### config.mk
export PLATFORM = sky130hd
export DESIGN_NAME = adsr_envelope
export DESIGN_NICKNAME = d
export VERILOG_FILES = /design/src/rtl/adsr_envelope.sv
export SDC_FILE = /design/constraint.sdc
export NUM_CORES = 1
export LEC_CHECK = 0
export BUFFER_PORTS_ARGS = -buffer_cell sky130_fd_sc_hd__buf_2
export CELL_PAD_IN_SITES_DETAIL_PLACEMENT = 1
export CELL_PAD_IN_SITES_GLOBAL_PLACEMENT = 2
export CORE_MARGIN = 2
export CORE_UTILIZATION = 31
export DETAILED_ROUTE_END_ITERATION = 16
export PLACE_DENSITY = 0.64
export SYNTH_ARGS = -nofsm -noshare
export SYNTH_HDL_FRONTEND = slang
export SYNTH_SLANG_ARGS = --single-unit
### constraint.sdc
create_clock -name lrclk -period 8.7 [get_ports lrclk]
set_input_delay 1.74 -clock lrclk [delete_from_list [all_inputs] [get_ports lrclk]]
set_output_delay 1.74 -clock lrclk [all_outputs]
set_load 0.02 [all_outputs]
### src/rtl/adsr_envelope.sv
// adsr_envelope: per-sample ADSR amplitude envelope followed by a two-stage gain pipeline.
// The envelope level scales the oscillator sample; out trails the level that produced it by two edges.
module adsr_envelope #(
    parameter int BITSIZE = 24,
    parameter int ENVSIZE = 16
) (
    input  logic                      lrclk,
    input  logic                      resetn,
    input  logic                      gate,
    input  logic [ENVSIZE-1:0]        attack,
    input  logic [ENVSIZE-1:0]        decay,
    input  logic [ENVSIZE-1:0]        sustain,
    input  logic [ENVSIZE-1:0]        release_rate,
    input  logic signed [BITSIZE-1:0] in,
    output logic signed [BITSIZE-1:0] out,
    output logic [ENVSIZE-1:0]        level,
    output logic                      active
);
    localparam int PW = BITSIZE + ENVSIZE + 1;
    localparam logic [ENVSIZE-1:0] MAX = '1;

    typedef enum logic [2:0] {IDLE, ATTACK, DECAY, SUSTAIN, RELEASE} state_t;

    state_t state, state_nx;
    logic [ENVSIZE-1:0] level_nx;
    logic [ENVSIZE:0] att_sum, dec_floor;
    logic signed [PW-1:0] in_x, lvl_x, p;
    logic p_unused;

    // one extra bit so neither comparison can wrap
    assign att_sum   = {1'b0, level} + {1'b0, attack};
    assign dec_floor = {1'b0, sustain} + {1'b0, decay};

    always_comb begin
        state_nx = state;
        level_nx = level;
        case (state)
            IDLE:    if (gate) state_nx = ATTACK;
            ATTACK:
                if (!gate) state_nx = RELEASE;
                else if (attack == '0 || att_sum >= {1'b0, MAX}) begin
                    level_nx = MAX;
                    state_nx = DECAY;
                end else level_nx = att_sum[ENVSIZE-1:0];
            DECAY:
                if (!gate) state_nx = RELEASE;
                else if (decay == '0 || {1'b0, level} <= dec_floor) begin
                    level_nx = sustain;
                    state_nx = SUSTAIN;
                end else level_nx = level - decay;
            SUSTAIN:
                if (!gate) state_nx = RELEASE;
                else level_nx = sustain;
            RELEASE:
                if (gate) state_nx = ATTACK;
                else if (release_rate == '0 || level <= release_rate) begin
                    level_nx = '0;
                    state_nx = IDLE;
                end else level_nx = level - release_rate;
            default: begin
                state_nx = IDLE;
                level_nx = '0;
            end
        endcase
    end

    always_ff @(posedge lrclk or negedge resetn) begin
        if (!resetn) begin
            state  <= IDLE;
            level  <= '0;
            active <= 1'b0;
        end else begin
            state  <= state_nx;
            level  <= level_nx;
            active <= state_nx != IDLE;
        end
    end

    // level is zero-extended so it multiplies as a non-negative gain below unity
    assign in_x     = PW'(in);
    assign lvl_x    = {{(BITSIZE + 1){1'b0}}, level};
    assign p_unused = ^{p[PW-1], p[ENVSIZE-1:0]};

    always_ff @(posedge lrclk or negedge resetn) begin
        if (!resetn) begin
            p   <= '0;
            out <= '0;
        end else begin
            p   <= in_x * lvl_x;
            out <= p[BITSIZE+ENVSIZE-1:ENVSIZE];
        end
    end
endmodule

==> results_dict.tcl <==
set metrics [dict create \
    setup_viol 0 \
    drive_gt1_frac 0.0854 \
    cts_max_level 3 \
    cts_buffer_depth 2 \
    layout_commonest_cell "inv_1" \
    wl_per_cell_um 20.6 \
    clkSinkCount 68 \
    peakVddDrop_mv 0.165 \
    vias_per_cell 4.88 \
    antenna_found_initial 1 \
    insertion_delay_ps 380 \
    route.detailed.drc 0 \
    synthesis.nets 2778 \
    min_to "out[2]" \
    dpl.hpwl_um 50700 \
    fin_area_sq_mm 0.0209 \
    min_from "p[18]" \
    cts_buffers 9 \
    rr_worst_depth 23 \
    synth_ff_type "dfrtp_1" \
    n_fill_cell 7132 \
    worstSetupPathType "primary input to register" \
    rows 90 \
    rsz0062_at_grt "no" \
    drtIter0Drc 619 \
    layout_common_cells "491 x inv_1, 374 x fa_1, 283 x nand2_1" \
    cts_resized 0 \
    grt.overflow.total 0 \
    post-route-min-period_ps 7870 \
    crit_arrival_ps 8170 \
    max_freq_ghz 0.127 \
    ys_types 65 \
    cts_setup_buffers 0 \
    dieHeight_um 252 \
    ys_warn_count 0 \
    io_pins 132 \
    port_buffers 131 \
    status "finished clean" \
    r2r_start "level[7]" \
    die_area_sq_mm 0.0633 \
    grt_max_degree 46 \
    nets 2872 \
    holdCritPathClass "register to register" \
    syn_to_final_growth_pct 9.86 \
    hold_path_depth 0 \
    slew_headroom 0.144 \
    postCtsHoldBufs 0 \
    synth_edf_count 0 \
    holdWs_ps 348 \
    drv_cap 0 \
    fin_tns_setup_ps 0 \
    tightest_slew_ps 1280 \
    cts_tree "built" \
    core_sq_mm 0.0605 \
    syn_avg_cell_area_sq_um 8.89 \
    grtUsageTotal 0.208 \
    clkSlewWorstSetupHoldPaths_ps 60 \
    final_max_slew_viol_count 0 \
    ant_nets 0 \
    startpoint_type "primary input" \
    p_leak_nw 10.7 \
    placed_area_sq_mm 0.0205 \
    cts-root-buf "clkbuf_16" \
    p_per_area_mw_per_mm2 328 \
    drt_wl_total_um 62300 \
    synth-async-reset-ratio 1.00 \
    start_util 0.314 \
    postSynthCellCount 2138 \
    layout_worst_path_cycle_share 0.905 \
    rrSetupSlack_ps 1360 \
    vias 14700 \
    place.gp.congestion 0.835 \
    first_pass_iters 7 \
    finalClockSkew_ps 16.9 \
    ys_seq_area_frac 0.0896 \
    synth-seq-cells 68 \
    fp.dieW_um 252 \
    grt_pass1_wl_um 100000 \
    critical_path_required_ps 9000 \
    crit_fanout 16 \
    synthesis.area_sq_mm 0.0190 \
    critPathCaptureType "register" \
    reg2reg_to "p[38]" \
    grt_pass1_vias 17300 \
    hold_viol_final 0 \
]
[how the worst max path moves through the flow]
stage / start / to / slack [ps]
5_1_grt: in[7] / p[38] / 430
3_5_place_dp: in[12] / p[38] / 350
2_1_floorplan: in[7] / p[38] / 1170
3_3_place_gp: in[7] / p[38] / 520
6_report: in[12] / p[38] / 830
4_1_cts: in[12] / p[38] / 750
[metrics by stage]
| stage | std cells | total power, mW | worst slack [ps] | util |
|---|---|---|---|---|
| 4_1_cts | 3019 | 7.06 | 747 | 0.345 |
| 3_5_place_dp | 3003 | 6.58 | 348 | 0.340 |
| 5_1_grt | 3020 | 7.81 | 432 | 0.345 |
| 3_3_place_gp | 3003 | 6.47 | 517 | 0.340 |
| 2_1_floorplan | 2138 | 4.81 | 1170 | - |
| 6_report | 3020 | 6.85 | 830 | 0.345 |
[synth_stat cells, drive strengths merged, types with 2 or more instances]
master / n / area [sq um]
o31ai: 4 / 30.0
nand2: 283 / 1060
fa: 374 / 7490
a221oi: 6 / 65.1
a21boi: 4 / 30.0
a211oi: 7 / 52.6
nand3b: 2 / 15.0
nand2b: 11 / 68.8
a41oi: 2 / 17.5
and3: 10 / 62.6
xnor2: 52 / 455
a22oi: 2 / 15.0
clkbuf: 70 / 263
nor3: 27 / 140
a222oi: 9 / 90.1
o21bai: 5 / 37.5
inv: 491 / 1840
or3: 11 / 68.8
nor4: 14 / 87.6
nand4: 12 / 75.1
buf: 4 / 22.5
or2: 3 / 18.8
o21ai: 53 / 269
o211ai: 8 / 60.1
a311oi: 2 / 17.5
o21a: 22 / 180
a21o: 27 / 203
a21oi: 68 / 352
nor2b: 12 / 75.1
and2: 153 / 957
nand3: 15 / 75.1
dfrtp: 68 / 1700
nor2: 58 / 225
o221ai: 4 / 35.0
a31oi: 6 / 37.5
ha: 175 / 2190
o2111ai: 2 / 17.5
xor2: 26 / 228
mux2i: 11 / 110
a2bb2oi: 9 / 78.8
[state kept, by name, indices dropped and copies added (netlist names)]
signal,count
out,24
p,24
level,16
state,3
active,1
[critical path, stage by stage]
cell,delay [ps]
buf_2,330
nand2_1,140
fa_1,580
inv_1,50
fa_1,480
fa_1,600
fa_1,470
fa_1,500
inv_1,50
fa_1,470
inv_1,50
ha_1,340
a21oi_1,200
a21boi_0,110
a311oi_1,350
o211a_1,270
nor3_1,100
o21a_1,280
a211o_1,330
a41oi_1,280
nand2b_1,130
a21oi_1,190
xnor2_1,140
[layer usage]
metal  part of all wire  routed length [um]  track usage  vias up
li1                   -                   -            -     6746
met1               0.44               27500        0.268     7728
met2               0.52               32200        0.379      211
met3              0.024                1500       0.0191       45
met4              0.017                1050       0.0451        0
met5                  0                   0            0        -
[cells by family after synthesis]
kind of cell	share of synthesized area
and+or+nand+nor	0.156
buffers and inverters	0.112
adders and majority gates	0.509
AOI/OAI and AO/OA	0.0903
xor gates and xnor gates	0.0360
DFF	0.0896
muxes	0.00639
[power breakdown]
group	internal (mW)	switching, mW
Clock	0.253	0.170
Sequential	0.504	0.147
Combinational	2.42	3.36
Total	3.18	3.68
[final cells by class]
class	count	area [sq um]	area share
Multi-Input combinational cell	1505	15200	0.727
Clock buffer	9	225	0.0108
Sequential cell	68	1700	0.0815
Tap cell	782	978	0.0469
Inverter	491	1840	0.0883
Timing Repair Buffer	157	853	0.0409
Antenna cell	1	2.50	0.000120
Clock inverter	7	98.8	0.00474
No activity file was read; power rests on OpenSTA's default activity.
